<file path="src/rtl/ddr3_burst_writer_pkg.sv">
// Shared types and AXI3 constants for the DDR3 burst writer.
package ddr3_burst_writer_pkg;

  typedef enum logic [2:0] {
    ST_IDLE,
    ST_ADDR,
    ST_DATA,
    ST_RESP,
    ST_FULL
  } wr_state_t;

  localparam logic [2:0] SIZE_8B    = 3'b011;
  localparam logic [1:0] BURST_INCR = 2'b01;
  localparam logic [1:0] RESP_OKAY  = 2'b00;

endpackage

</file>
<file path="src/rtl/ddr3_burst_writer_if.sv">
// AXI3 write-channel bundle between the burst writer and the DDR3 controller slave port.
interface ddr3_burst_writer_if #(
  parameter int unsigned ADDR_W = 32
);
  logic [ADDR_W-1:0] awaddr;
  logic [3:0]        awlen;
  logic [2:0]        awsize;
  logic [1:0]        awburst;
  logic              awvalid;
  logic              awready;
  logic [63:0]       wdata;
  logic [7:0]        wstrb;
  logic              wlast;
  logic              wvalid;
  logic              wready;
  logic              bvalid;
  logic              bready;
  logic [1:0]        bresp;

  modport master (
    output awaddr, awlen, awsize, awburst, awvalid,
    input  awready,
    output wdata, wstrb, wlast, wvalid,
    input  wready,
    input  bvalid, bresp,
    output bready
  );

  modport slave (
    input  awaddr, awlen, awsize, awburst, awvalid,
    output awready,
    input  wdata, wstrb, wlast, wvalid,
    output wready,
    output bvalid, bresp,
    input  bready
  );
endinterface

</file>
<file path="src/rtl/ddr3_burst_writer_beat_counter.sv">
// Counts accepted W beats within a burst; flags the last beat and the burst-done strobe.
module axi_beat_counter #(
  parameter int unsigned BURST_LEN = 16
) (
  input  logic clk,
  input  logic rst_n,
  input  logic active,
  input  logic beat_fire,
  output logic wlast,
  output logic done
);

  logic [3:0] beat;

  assign wlast = active & (beat == 4'(BURST_LEN - 1));
  assign done  = beat_fire & wlast;

  always_ff @(posedge clk or negedge rst_n) begin
    if (!rst_n) begin
      beat <= '0;
    end else if (done) begin
      beat <= '0;
    end else if (beat_fire) begin
      beat <= beat + 4'd1;
    end
  end

endmodule

</file>
<file path="src/rtl/ddr3_burst_writer.sv">
// Drains the 64-bit FWFT TEMPFIFO into a circular DDR3 region as fixed-length AXI3 INCR bursts,
// one burst outstanding at a time, and reports region-full back to the DIGIFIFO converter.
module ddr3_burst_writer
  import ddr3_burst_writer_pkg::*;
#(
  parameter int unsigned       ADDR_W    = 32,
  parameter logic [ADDR_W-1:0] BASE_ADDR = '0,
  parameter int unsigned       BURST_LEN = 16,
  parameter int unsigned       MEM_WORDS = 32'h0010_0000,
  localparam int unsigned      PTR_W     = $clog2(MEM_WORDS) + 1
) (
  input  logic             ddrclk_i,
  input  logic             resetn_i,
  input  logic             fifo_write_mem_en,
  input  logic             mem_read_done,
  input  logic [63:0]      tempfifo_rdata,
  input  logic             tempfifo_empty,
  input  logic [10:0]      tempfifo_rdcnt,
  output logic             tempfifo_re,
  ddr3_burst_writer_if.master axi,
  output logic             DDR3_full,
  output logic             last_write,
  output logic [PTR_W-1:0] wr_ptr,
  output logic             wr_err
);

  wr_state_t        state;
  logic             data_en;
  logic             beat_fire;
  logic             burst_done;
  logic [PTR_W-1:0] ptr_next;

  assign axi.awlen   = 4'(BURST_LEN - 1);
  assign axi.awsize  = SIZE_8B;
  assign axi.awburst = BURST_INCR;
  assign axi.wstrb   = '1;
  assign axi.wdata   = tempfifo_rdata;

  // W is only offered while the FWFT head is valid, so a pop always matches an accepted beat.
  assign data_en     = (state == ST_DATA);
  assign axi.wvalid  = data_en & ~tempfifo_empty;
  assign beat_fire   = axi.wvalid & axi.wready;
  assign tempfifo_re = beat_fire & ~tempfifo_empty;
  assign ptr_next    = wr_ptr + PTR_W'(BURST_LEN);

  axi_beat_counter #(
    .BURST_LEN (BURST_LEN)
  ) u_beat_counter (
    .clk       (ddrclk_i),
    .rst_n     (resetn_i),
    .active    (data_en),
    .beat_fire (beat_fire),
    .wlast     (axi.wlast),
    .done      (burst_done)
  );

  always_ff @(posedge ddrclk_i or negedge resetn_i) begin
    if (!resetn_i) begin
      state       <= ST_IDLE;
      axi.awvalid <= 1'b0;
      axi.awaddr  <= '0;
      axi.bready  <= 1'b0;
      wr_ptr      <= '0;
      DDR3_full   <= 1'b0;
      last_write  <= 1'b0;
      wr_err      <= 1'b0;
    end else begin
      last_write <= 1'b0;
      case (state)
        ST_IDLE: begin
          if (fifo_write_mem_en && !DDR3_full && (tempfifo_rdcnt >= 11'(BURST_LEN))) begin
            state       <= ST_ADDR;
            axi.awvalid <= 1'b1;
            axi.awaddr  <= BASE_ADDR + (ADDR_W'(wr_ptr) << 3);
          end
        end
        ST_ADDR: begin
          if (axi.awready) begin
            axi.awvalid <= 1'b0;
            state       <= ST_DATA;
          end
        end
        ST_DATA: begin
          if (burst_done) begin
            axi.bready <= 1'b1;
            state      <= ST_RESP;
          end
        end
        ST_RESP: begin
          if (axi.bvalid) begin
            axi.bready <= 1'b0;
            if (axi.bresp != RESP_OKAY) begin
              wr_err <= 1'b1;
            end
            // Bursts are whole-burst aligned, so the region end is hit exactly, never overshot.
            if (ptr_next == PTR_W'(MEM_WORDS)) begin
              wr_ptr     <= '0;
              last_write <= 1'b1;
              DDR3_full  <= 1'b1;
              state      <= ST_FULL;
            end else begin
              wr_ptr <= ptr_next;
              state  <= ST_IDLE;
            end
          end
        end
        ST_FULL: begin
          if (mem_read_done) begin
            DDR3_full <= 1'b0;
            state     <= ST_IDLE;
          end
        end
        default: state <= ST_IDLE;
      endcase
    end
  end

endmodule

</file>
<file path="src/flat_wrapper.sv">
// flat-port wrapper written by rule: the top's interface ports become plain ports
module ddr3_burst_writer_flat import ddr3_burst_writer_pkg::*;
#(
  parameter int unsigned       ADDR_W    = 32,
  parameter logic [ADDR_W-1:0] BASE_ADDR = '0,
  parameter int unsigned       BURST_LEN = 16,
  parameter int unsigned       MEM_WORDS = 32'h0010_0000,
  localparam int unsigned      PTR_W     = $clog2(MEM_WORDS) + 1
)
  (ddrclk_i, resetn_i, fifo_write_mem_en, mem_read_done, tempfifo_rdata, tempfifo_empty, tempfifo_rdcnt, tempfifo_re, DDR3_full, last_write, wr_ptr, wr_err, axi_awaddr, axi_awlen, axi_awsize, axi_awburst, axi_awvalid, axi_awready, axi_wdata, axi_wstrb, axi_wlast, axi_wvalid, axi_wready, axi_bvalid, axi_bresp, axi_bready);
  ddr3_burst_writer_if #(.ADDR_W(ADDR_W)) axi_i ();
  input  logic ddrclk_i;
  input  logic resetn_i;
  input  logic fifo_write_mem_en;
  input  logic mem_read_done;
  input  logic [63:0] tempfifo_rdata;
  input  logic tempfifo_empty;
  input  logic [10:0] tempfifo_rdcnt;
  output logic tempfifo_re;
  output logic DDR3_full;
  output logic last_write;
  output logic [PTR_W-1:0] wr_ptr;
  output logic wr_err;
  output wire logic [$bits(axi_i.awaddr)-1:0] axi_awaddr;
  output wire logic [$bits(axi_i.awlen)-1:0] axi_awlen;
  output wire logic [$bits(axi_i.awsize)-1:0] axi_awsize;
  output wire logic [$bits(axi_i.awburst)-1:0] axi_awburst;
  output wire logic [$bits(axi_i.awvalid)-1:0] axi_awvalid;
  input wire logic [$bits(axi_i.awready)-1:0] axi_awready;
  output wire logic [$bits(axi_i.wdata)-1:0] axi_wdata;
  output wire logic [$bits(axi_i.wstrb)-1:0] axi_wstrb;
  output wire logic [$bits(axi_i.wlast)-1:0] axi_wlast;
  output wire logic [$bits(axi_i.wvalid)-1:0] axi_wvalid;
  input wire logic [$bits(axi_i.wready)-1:0] axi_wready;
  input wire logic [$bits(axi_i.bvalid)-1:0] axi_bvalid;
  input wire logic [$bits(axi_i.bresp)-1:0] axi_bresp;
  output wire logic [$bits(axi_i.bready)-1:0] axi_bready;
  assign axi_awaddr = axi_i.awaddr;
  assign axi_awlen = axi_i.awlen;
  assign axi_awsize = axi_i.awsize;
  assign axi_awburst = axi_i.awburst;
  assign axi_awvalid = axi_i.awvalid;
  assign axi_i.awready = axi_awready;
  assign axi_wdata = axi_i.wdata;
  assign axi_wstrb = axi_i.wstrb;
  assign axi_wlast = axi_i.wlast;
  assign axi_wvalid = axi_i.wvalid;
  assign axi_i.wready = axi_wready;
  assign axi_i.bvalid = axi_bvalid;
  assign axi_i.bresp = axi_bresp;
  assign axi_bready = axi_i.bready;
  ddr3_burst_writer #(.ADDR_W(ADDR_W), .BASE_ADDR(BASE_ADDR), .BURST_LEN(BURST_LEN), .MEM_WORDS(MEM_WORDS)) u_core (.ddrclk_i(ddrclk_i), .resetn_i(resetn_i), .fifo_write_mem_en(fifo_write_mem_en), .mem_read_done(mem_read_done), .tempfifo_rdata(tempfifo_rdata), .tempfifo_empty(tempfifo_empty), .tempfifo_rdcnt(tempfifo_rdcnt), .tempfifo_re(tempfifo_re), .axi(axi_i), .DDR3_full(DDR3_full), .last_write(last_write), .wr_ptr(wr_ptr), .wr_err(wr_err));
endmodule
</file>
<file path="config.mk">
export PLATFORM = sky130hd
export DESIGN_NAME = ddr3_burst_writer_flat
export DESIGN_NICKNAME = d
export VERILOG_FILES = /design/src/rtl/ddr3_burst_writer_pkg.sv /design/src/rtl/ddr3_burst_writer_if.sv /design/src/rtl/ddr3_burst_writer_beat_counter.sv /design/src/rtl/ddr3_burst_writer.sv /design/src/flat_wrapper.sv
export SDC_FILE = /design/constraint.sdc
export NUM_CORES = 1
export LEC_CHECK = 0
export CAP_MARGIN = 40
export CELL_PAD_IN_SITES_DETAIL_PLACEMENT = 1
export CELL_PAD_IN_SITES_GLOBAL_PLACEMENT = 1
export CORE_MARGIN = 10
export CORE_UTILIZATION = 26
export CTS_CLUSTER_DIAMETER = 60
export CTS_CLUSTER_SIZE = 25
export DETAILED_ROUTE_END_ITERATION = 16
export PLACE_DENSITY_LB_ADDON = 0.1
export SYNTH_ARGS = -nofsm -noshare
export SYNTH_HDL_FRONTEND = slang
export SYNTH_SLANG_ARGS = --single-unit
</file>
<file path="constraint.sdc">
create_clock -name ddrclk_i -period 3.4 [get_ports ddrclk_i]
set_input_delay 0.51 -clock ddrclk_i [delete_from_list [all_inputs] [get_ports ddrclk_i]]
set_output_delay 0.51 -clock ddrclk_i [all_outputs]
set_load 0.05 [all_outputs]
</file>
==> out/results.ini, run 1 <==
[run_status]
status = completed

[setup_path]
critPathBufInv = 1
rr_worst_depth = 7
timing.rr.end = u_core.wr_ptr[20]$_DFFE_PN0P_
crit_type = reg -> out
cp-start-kind = flop
cp_max_fo = 8
r2r_start = u_core.wr_ptr[4]$_DFFE_PN0P_
crit_required_ns = 2.89
end_kind = output port
cp_top_family = buffers and inverters
r2r_slack_ns = 0.78
crit_slowest_cell = clkdlybuf4s50_1
path_cells = or3b_4, nor3b_4, clkdlybuf4s50_1
critical_path.max_stage_delay_ns = 0.89
worstPathArrival_ns = 2.50

[logic_synthesis]
ys_ff_latch = 46
synthCells = 318
syn_area_um2 = 3130
seq_area_frac_synth_pct = 36.8
synth_top_area_share_pct = 36.8
async_reset_ff_share_pct = 100
synth-edff-count = 0
ys_top_cells_by_area = dfrtp_1 37%, buf_4 24%, mux2_2 6.8%
synth_flop_cell = dfrtp_1
synth_warnings = 0
syn_area_per_cell_um2 = 9.84
netlist.top_cell.by_area = dfrtp_1
ys_types = 48

[placement]
dp_hpwl_um = 5540
gp_congestion = 0.742
placed_area_um2 = 3250
placed_cells = 449
io_buffers = 58

[timing]
fin_worst_skew_ns = 0.00427
relSlewSlack_pct = 62.2
fin_crit_sh_pct = 88.6
final.min_clock_period_ns = 3.01
worstMarginPinSlew_ns = 0.563
hold_viol_final = 0
tns_ns = 0
drv_slew = 0
rsz0062_at_grt = no
fmax_ghz = 0.332
setup_violations = 0

[power]
irDropWorstVdd_mv = 0.190
cellPowerDensity_nw_per_um2 = 612
p_leak_uw = 0.00147

[clock_tree]
numCtsBuffers = 5
cts_resized = 0
postCtsSetupRepairBufs = 0
htree_num_levels = 2
clock-sinks = 46
cts_root_buf = clkbuf_16
clkSlewWorstSetupHoldPaths_ns = 0.07
clk_path_buf_depth = 2
cts_tree = yes
insertion_delay_ns = 0.28
hold_buffers = 0

[die]
fp.dieH_um = 130
die-area_um2 = 16800
dieWidth_um = 130
io_pins = 227
initial_core_util_pct = 26.3
core_area_um2 = 11900
rows = 40

[final_layout]
nFillCells = 1385
syn_to_final_growth_pct = 9.07
final_cells = 457
stdcell_area_um2 = 3410
drive_gt1_share_pct = 15.5
diodes = 0
multi_input_area_um2 = 1270
nNetsFinal = 397
seq_area_um2 = 1150

[global_route]
grt_max_degree = 28
grt_use_total_pct = 8.41
grt_pass1_vias = 2090
grt_pass1_wl_um = 11200
antenna_found_initial = 0
grt_overflow = 0

[routing]
routed-wl-met3_um = 588
routed.top_layer = met4
drt_first_iter_violations = 46
ant_nets = 0
viasPerCell = 4.35
wl_met2_um = 3250
finalWirelength_um = 7150
wl_met1_um = 3230
drc = 0
firstDrtPassIters = 4
num_vias = 1986
wire_per_inst_um = 15.6

[job]
drv_cap = 0

[hold_path]
hold_path.class = in -> async

## cells in the mapped netlist (2+ instances only)
master / n
nand2_1: 16
o31a_2: 2
nand2b_1: 3
nand4_1: 7
nor4_1: 5
inv_1: 4
mux2i_1: 3
nor2_1: 16
xnor2_1: 15
nand3_1: 11
ha_1: 3
clkbuf_1: 4
or4b_4: 2
xor2_1: 4
o21bai_1: 2
o21ai_0: 8
a211oi_1: 2
nor3_1: 4
buf_2: 7
mux2_2: 19
conb_1: 2
nor2b_1: 2
and2_1: 2
a21oi_1: 6
dfrtp_1: 46
buf_4: 101
## stage by stage
step                      total power, uW  setup slack (ns)  utilization [%]  hold slack [ns]
after global routing                 2230             0.268             28.7           0.0835
after CTS                            2130             0.348             28.7           0.0841
after global placement               1560             0.625             27.1            0.460
final                                2090             0.387             28.7           0.0792
after detailed placement             1570             0.627             27.3            0.394
after floorplan                      1560             0.753                -            0.214
## registers in the layout, summed over array words and instances (netlist names)
register / flops
u_core.wr_ptr: 17
u_core.axi.bready: 1
u_core.u_beat_counter.beat: 4
u_core.last_write: 1
u_core.axi.awaddr: 17
u_core.axi.awvalid: 1
u_core.wr_err: 1
u_core.state: 3
u_core.DDR3_full: 1
## cells by family (layout without fill, tap and decap cells)
group / Yosys count / count (layout) / synth area share, %
AOI/OAI and AO/OA: 27 / 27 / 5.64
xor gates and xnor gates: 19 / 19 / 5.32
adders and majority gates: 3 / 3 / 1.20
buffers and inverters: 117 / 75 / 26.7
DFF: 46 / 46 / 36.8
muxes: 23 / 23 / 8.27
other: 2 / 36 / 0.240
and+or+nand+nor: 81 / 81 / 15.9
## per-layer routing
metal	GRT usage, %	vias up
li1	-	920
met2	13.2	78
met5	0	-
met4	2.78	0
met1	10.5	976
met3	3.00	12
## where the power goes
part | switching (uW) | total, uW | internal, uW
Combinational | 502 | 789 | 287
Clock | 207 | 541 | 333
Sequential | 128 | 761 | 633
## placed cells by master, fill, tap and decap left out, drive strengths merged, types with 3 or more instances in the layout
cell type and instances:
clkdlybuf4s50 57, dfrtp 46, conb 36, mux2 20, nor2 17, nand2 16, xnor2 15, nand3 12
o21ai 8, nand4 8, clkbuf 8, nor4 7, a21oi 6, buf 6, nor3 5, inv 4
xor2 4, mux2i 3, nand2b 3, ha 3
## worst max-delay path by stage
| stage | from | to | slack (ns) | depth (start not counted) |
|---|---|---|---|---|
| 4_1_cts | u_core.state[0]$_DFFE_PN0P_ | tempfifo_re | 0.35 | 3 |
| 5_1_grt | u_core.state[0]$_DFFE_PN0P_ | tempfifo_re | 0.27 | 3 |
| 3_3_place_gp | tempfifo_empty | tempfifo_re | 0.62 | 3 |
| 6_report | u_core.state[0]$_DFFE_PN0P_ | tempfifo_re | 0.39 | 3 |
| 2_1_floorplan | u_core.wr_ptr[4]$_DFFE_PN0P_ | u_core.wr_ptr[20]$_DFFE_PN0P_ | 0.75 | 7 |
| 3_5_place_dp | tempfifo_empty | tempfifo_re | 0.63 | 3 |
## layout make-up
cell class                 count  area share [%]
timing repair buffer          63            18.3
multi-input combinational    189            37.3
inverter                       4           0.440
clock buffer                   8            4.87
tap                          147            5.39
sequential                    46            33.7
Note: power is estimated with default switching activity, not from simulation.
==> run 2, diff against run 1 <==
==> constraint.sdc (replaced) <==
create_clock -name ddrclk_i -period 3.4 [get_ports ddrclk_i]
set_input_delay 0.34 -clock ddrclk_i [delete_from_list [all_inputs] [get_ports ddrclk_i]]
set_output_delay 0.34 -clock ddrclk_i [all_outputs]
set_load 0.05 [all_outputs]
==> run 2 against run 1 <==
  * Sequential share of layout area is 0.46 points higher
  * Cell count is 0.44% lower
  * Utilization is 0.39 points lower
  * Clock power decreased by 7.9%
  * Combinational power shrank 1%
  * Design area is 1.4% lower
  * Critical path depth unchanged
  * Largest cell class unchanged
==> out/results.ini, run 2 (synthesis results as in run 1) <==
[setup_path]
r2r_start = u_core.wr_ptr[4]$_DFFE_PN0P_  ; unchanged
rr_worst_depth = 7  ; unchanged
r2r_slack_ns = 0.81  ; was 0.78 ns
crit_required_ns = 3.06  ; was 2.89 ns
cp_max_fo = 8  ; unchanged
end_kind = output port  ; unchanged
cp-start-kind = flop  ; unchanged
worstPathArrival_ns = 2.48  ; was 2.50 ns
timing.rr.end = u_core.wr_ptr[20]$_DFFE_PN0P_  ; unchanged
crit_type = reg -> out  ; unchanged

[clock_tree]
htree_num_levels = 2  ; unchanged
clkSlewWorstSetupHoldPaths_ns = 0.06  ; was 0.07 ns
cts_tree = yes  ; unchanged
insertion_delay_ns = 0.28  ; about the same
cts_root_buf = clkbuf_16  ; unchanged
cts_resized = 0  ; unchanged
clock-sinks = 46  ; unchanged
postCtsSetupRepairBufs = 0  ; unchanged
hold_buffers = 0  ; unchanged
numCtsBuffers = 5  ; unchanged
clk_path_buf_depth = 2  ; unchanged

[routing]
drt_first_iter_violations = 59  ; was 46
num_vias = 1977  ; was 1986
wire_per_inst_um = 15.7  ; was 15.6 um
ant_nets = 0  ; unchanged
drc = 0  ; unchanged
viasPerCell = 4.35  ; about the same
firstDrtPassIters = 4  ; unchanged
finalWirelength_um = 7140  ; was 7150 um

[final_layout]
drive_gt1_share_pct = 14.6  ; was 15.5%
syn_to_final_growth_pct = 7.59  ; was 9.07%
final_core_util_pct = 28.3  ; was 28.7%
mostFrequentLayoutCells = 57 x clkdlybuf4s50_1, 46 x dfrtp_1, 36 x conb_1  ; unchanged
diodes = 0  ; unchanged
final_common_cell = clkdlybuf4s50_1  ; unchanged
stdcell_area_um2 = 3370  ; was 3410 um2
largestRegisters = u_core.axi.awaddr (17), u_core.wr_ptr (17), u_core.u_beat_counter.beat (4)  ; unchanged
nNetsFinal = 395  ; was 397

[timing]
tns_ns = 0  ; unchanged
hold_ws_ns = 0.133  ; was 0.0792 ns
rsz0062_at_grt = no  ; unchanged
setup_slack_ns = 0.577  ; was 0.387 ns
drv_slew = 0  ; unchanged
fin_crit_sh_pct = 83.0  ; was 88.6%
final.min_clock_period_ns = 2.82  ; was 3.01 ns
hold_viol_final = 0  ; unchanged
worstMarginPinSlew_ns = 0.769  ; was 0.563 ns
relSlewSlack_pct = 48.7  ; was 62.2%
fmax_ghz = 0.354  ; was 0.332 GHz
fin_worst_skew_ns = 0.00788  ; was 0.00427 ns
setup_violations = 0  ; unchanged

[power]
cellPowerDensity_nw_per_um2 = 607  ; was 612 nW/um2
p_leak_uw = 0.00145  ; was 0.00147 uW
irDropWorstVdd_mv = 0.237  ; was 0.190 mV

[die]
core_area_um2 = 11900  ; unchanged
initial_core_util_pct = 26.3  ; unchanged
die-area_um2 = 16800  ; unchanged
fp.dieH_um = 130  ; unchanged
io_pins = 227  ; unchanged
rows = 40  ; unchanged
dieWidth_um = 130  ; unchanged

[job]
drv_cap = 0  ; unchanged

[placement]
gp_congestion = 0.745  ; was 0.742
io_buffers = 58  ; unchanged
pre_cts_slack_ns = 0.767  ; was 0.627 ns
placed_area_um2 = 3220  ; was 3250 um2
dp_hpwl_um = 5480  ; was 5540 um

[global_route]
grt_use_total_pct = 8.34  ; was 8.41%
grt_pass1_vias = 2096  ; was 2090
grt_overflow = 0  ; unchanged
grt_max_degree = 32  ; was 28
antenna_found_initial = 0  ; unchanged
grt_pass1_wl_um = 11300  ; was 11200 um

[run_status]
status = completed  ; unchanged

[hold_path]
hold_path.class = in -> async  ; unchanged

-- run 2: area by class of cell --
| cell class | count | area (um2) |
|---|---|---|
| timing repair buffer | 61 | 598 |
| tap | 147 | 184 |
| sequential | 46 | 1150 |
| clock buffer | 7 | 143 |
| inverter | 4 | 15.0 |
| multi-input combinational | 189 | 1270 |
| fill | 1362 | 8540 |
| clock inverter | 1 | 5.00 |
-- run 2: how the worst max path moves through the flow --
stage                                       from                       endpoint  depth (start not counted)
floorplan           u_core.wr_ptr[4]$_DFFE_PN0P_  u_core.wr_ptr[20]$_DFFE_PN0P_                          7
global placement    u_core.wr_ptr[4]$_DFFE_PN0P_  u_core.wr_ptr[20]$_DFFE_PN0P_                          7
detailed placement  u_core.wr_ptr[4]$_DFFE_PN0P_  u_core.wr_ptr[20]$_DFFE_PN0P_                          7
CTS                  u_core.state[0]$_DFFE_PN0P_                    tempfifo_re                          3
global route         u_core.state[0]$_DFFE_PN0P_                    tempfifo_re                          3
finish               u_core.state[0]$_DFFE_PN0P_                    tempfifo_re                          3
-- run 2: routing by layer --
metal	global-route usage, %	share of wire, %	vias up
li1	-	-	916
met1	10.2	44	974
met2	13.1	46	77
met3	3.53	8.9	10
met4	2.38	0.90	0
met5	0	0	-
-- run 2: power by group --
group | internal (uW) | leakage (uW) | switching (uW)
clock network | 292 | 0.0000739 | 206
logic | 281 | 0.000755 | 500
registers | 633 | 0.000617 | 132
-- run 2: critical path, stage by stage (launching register included) --
cell and delay [ns]:
dfrtp_1 0.47, or3b_4 0.46, nor3b_4 0.38, clkdlybuf4s50_1 0.88
-- run 2: metrics by stage --
step	power, uW	std cells
6_report	2040	455
5_1_grt	2190	455
4_1_cts	2090	455
3_5_place_dp	1570	447
3_3_place_gp	1560	447
2_1_floorplan	1560	352
==> run 3, diff against run 2 <==
- CORE_UTILIZATION: 26 -> 22
- clock period: 3.4 -> 2.56 ns (I/O delays scaled with it)
==> run 3 against run 2 <==
  * Combinational power is 47% higher
  * Cell count increased by 11%
  * Die area rose by 15%
  * Sequential share of layout area is 1.7 points lower
  * First-iteration DRC count rose by 19%
  * Critical endpoint is now axi_wlast
  * Largest power group unchanged
  * Highest routed layer unchanged
==> out/results.ini, run 3 (synthesis results as in run 1) <==
[run_status]
status = completed  ; unchanged

[power]
power_uw = 2780  ; was 2040 uW
internal_power_uw = 1650  ; was 1210 uW
power_frac_comb_pct = 41.2  ; was 38.2%
p_sw_uw = 1130  ; was 838 uW
clkPwrFrac_pct = 24.3  ; was 24.4%
p_sw_share_pct = 40.7  ; was 41.0%
cellPowerDensity_nw_per_um2 = 784  ; was 607 nW/um2
irDropWorstVdd_mv = 0.235  ; was 0.237 mV
p_seq_share_pct = 34.6  ; was 37.4%
p_leak_uw = 0.00154  ; was 0.00145 uW

[timing]
setup_violations = 0  ; unchanged
tns_ns = 0  ; unchanged
drv_slew = 0  ; unchanged
fin_crit_sh_pct = 94.2
hold_viol_final = 0  ; unchanged
setup_slack_ns = 0.147  ; was 0.577 ns
fmax_ghz = 0.414
final.min_clock_period_ns = 2.41
worstMarginPinSlew_ns = 0.550  ; was 0.769 ns
fin_worst_skew_ns = 0.00820  ; was 0.00788 ns
relSlewSlack_pct = 63.3  ; was 48.7%
rsz0062_at_grt = no  ; unchanged

[job]
drv_cap = 0  ; unchanged

[clock_tree]
clock-sinks = 46  ; unchanged
cts_root_buf = clkbuf_16  ; unchanged
postCtsSetupRepairBufs = 0  ; unchanged
numCtsBuffers = 5  ; unchanged
clkSlewWorstSetupHoldPaths_ns = 0.07  ; was 0.06 ns
cts_tree = yes  ; unchanged
insertion_delay_ns = 0.29  ; was 0.28 ns
clk_path_buf_depth = 2  ; unchanged
htree_num_levels = 2  ; unchanged
cts_resized = 0  ; unchanged

[final_layout]
seq_area_um2 = 1150  ; about the same
nFillCells = 1596  ; was 1362
final_cells = 506  ; was 455
largestRegisters = u_core.axi.awaddr (17), u_core.wr_ptr (17), u_core.u_beat_counter.beat (4)  ; unchanged
syn_to_final_growth_pct = 13.4  ; was 7.59%
multi_input_area_um2 = 1270  ; unchanged
nNetsFinal = 413  ; was 395
final_common_cell = clkdlybuf4s50_1  ; unchanged
diodes = 0  ; unchanged
mostFrequentLayoutCells = 56 x clkdlybuf4s50_1, 44 x dfrtp_1, 36 x conb_1  ; was 57 x clkdlybuf4s50_1, 46 x dfrtp_1, 36 x conb_1
stdcell_area_um2 = 3550  ; was 3370 um2
drive_gt1_share_pct = 20.2  ; was 14.6%

[placement]
placed_area_um2 = 3390  ; was 3220 um2
io_buffers = 58  ; unchanged
pre_cts_slack_ns = 0.184  ; was 0.767 ns
dp_hpwl_um = 6110  ; was 5480 um
gp_congestion = 0.710  ; was 0.745
placed_cells = 497  ; was 447

[routing]
num_vias = 2028  ; was 1977
firstDrtPassIters = 3  ; was 4
drt_first_iter_violations = 70  ; was 59
finalWirelength_um = 7630  ; was 7140 um
drc = 0  ; unchanged
ant_nets = 0  ; unchanged
viasPerCell = 4.01  ; was 4.35
wire_per_inst_um = 15.1  ; was 15.7 um

[setup_path]
crit_type = reg -> out  ; unchanged
rr_worst_depth = 7  ; unchanged
worstPathArrival_ns = 2.16  ; was 2.48 ns
crit_required_ns = 2.30  ; was 3.06 ns
cp-start-kind = flop  ; unchanged
end_kind = output port  ; unchanged
cp_max_fo = 8  ; unchanged

[die]
fp.dieH_um = 139  ; was 130 um
die-area_um2 = 19400  ; was 16800 um2
dieWidth_um = 139  ; was 130 um
initial_core_util_pct = 22.5  ; was 26.3%
core_area_um2 = 13900  ; was 11900 um2
rows = 43  ; was 40
io_pins = 227  ; unchanged

[global_route]
grt_pass1_wl_um = 12400  ; was 11300 um
grt_max_degree = 22  ; was 32
antenna_found_initial = 0  ; unchanged
grt_overflow = 0  ; unchanged
grt_pass1_vias = 2240  ; was 2096
grt_use_total_pct = 7.69  ; was 8.34%

[hold_path]
hold_depth = 1
hold_path.class = reg -> reg  ; was in -> async

[run 3: cell count changes in the layout (fill, tap and decap cells not counted)]
cell / before / now
dfrtp_1: 46 / 44
clkdlybuf4s50_1: 57 / 56
buf_4: 3 / 21
dfrtp_2: 0 / 2
dlygate4sd3_1: 0 / 1
clkbuf_1: 1 / 0
clkinvlp_4: 0 / 1
[run 3: final cells by class]
type	count	area share (%)
inverters	4	0.423
clock inverters	2	0.352
repair buffers	79	20.6
clock buffers	6	3.91
multi-input cells	189	35.8
flip-flops and latches	46	32.5
well taps	180	6.34
[run 3: routing by layer]
layer	part of all wire, %	vias to the layer above	routed length [um]	track usage, %
met5	0	-	0	0
met4	0.75	0	57	1.76
met3	9.5	12	724	3.47
met2	45	81	3460	12.1
met1	44	986	3390	9.36
li1	-	949	-	-
[run 3: path summary, 6_finish.rpt]
check / startpoint / end / slack [ns]
setup / recovery: u_core.state[0]$_DFFE_PN0P_ / axi_wlast / 0.15
hold / removal: u_core.wr_err$_DFFE_PN0P_ / u_core.wr_err$_DFFE_PN0P_ / 0.48
setup reg to reg: u_core.wr_ptr[4]$_DFFE_PN0P_ / u_core.wr_ptr[20]$_DFFE_PN0P_ / 0.22
hold reg to reg: u_core.wr_err$_DFFE_PN0P_ / u_core.wr_err$_DFFE_PN0P_ / 0.48
max in group asynchronous: resetn_i / u_core.axi.awaddr[14]$_DFFE_PN0P_ / 1.43
min in group asynchronous: resetn_i / u_core.axi.awaddr[15]$_DFFE_PN0P_ / 0.49
[run 3: stage by stage]
stage | hold slack, ns | util, %
floorplan | -0.0396 | -
global placement | 0.283 | 24.3
detailed placement | 0.290 | 24.3
CTS | 0.486 | 25.5
global route | 0.505 | 25.5
finish | 0.483 | 25.5
[run 3: power by group through the flow]
stage                     clock (uW)  sequential [uW]  combinational (uW)
final                            676              962                1150
after global routing             761              984                1240
after CTS                        715              965                1170
after detailed placement           0              977                1170
after global placement             0              974                1160
after floorplan                    0             1200                 873
[run 3: critical path: stages, from the launching register on]
cell	delay [ns]
dfrtp_1	0.47
or3b_4	0.47
nor2_1	0.11
clkdlybuf4s50_1	0.81
[run 3: timing repair]
action                                  in CTS  in global routing
endpoints found under the setup margin       0                  0
hold buffers                                 1                  0
hold endpoints to repair                    19                  0
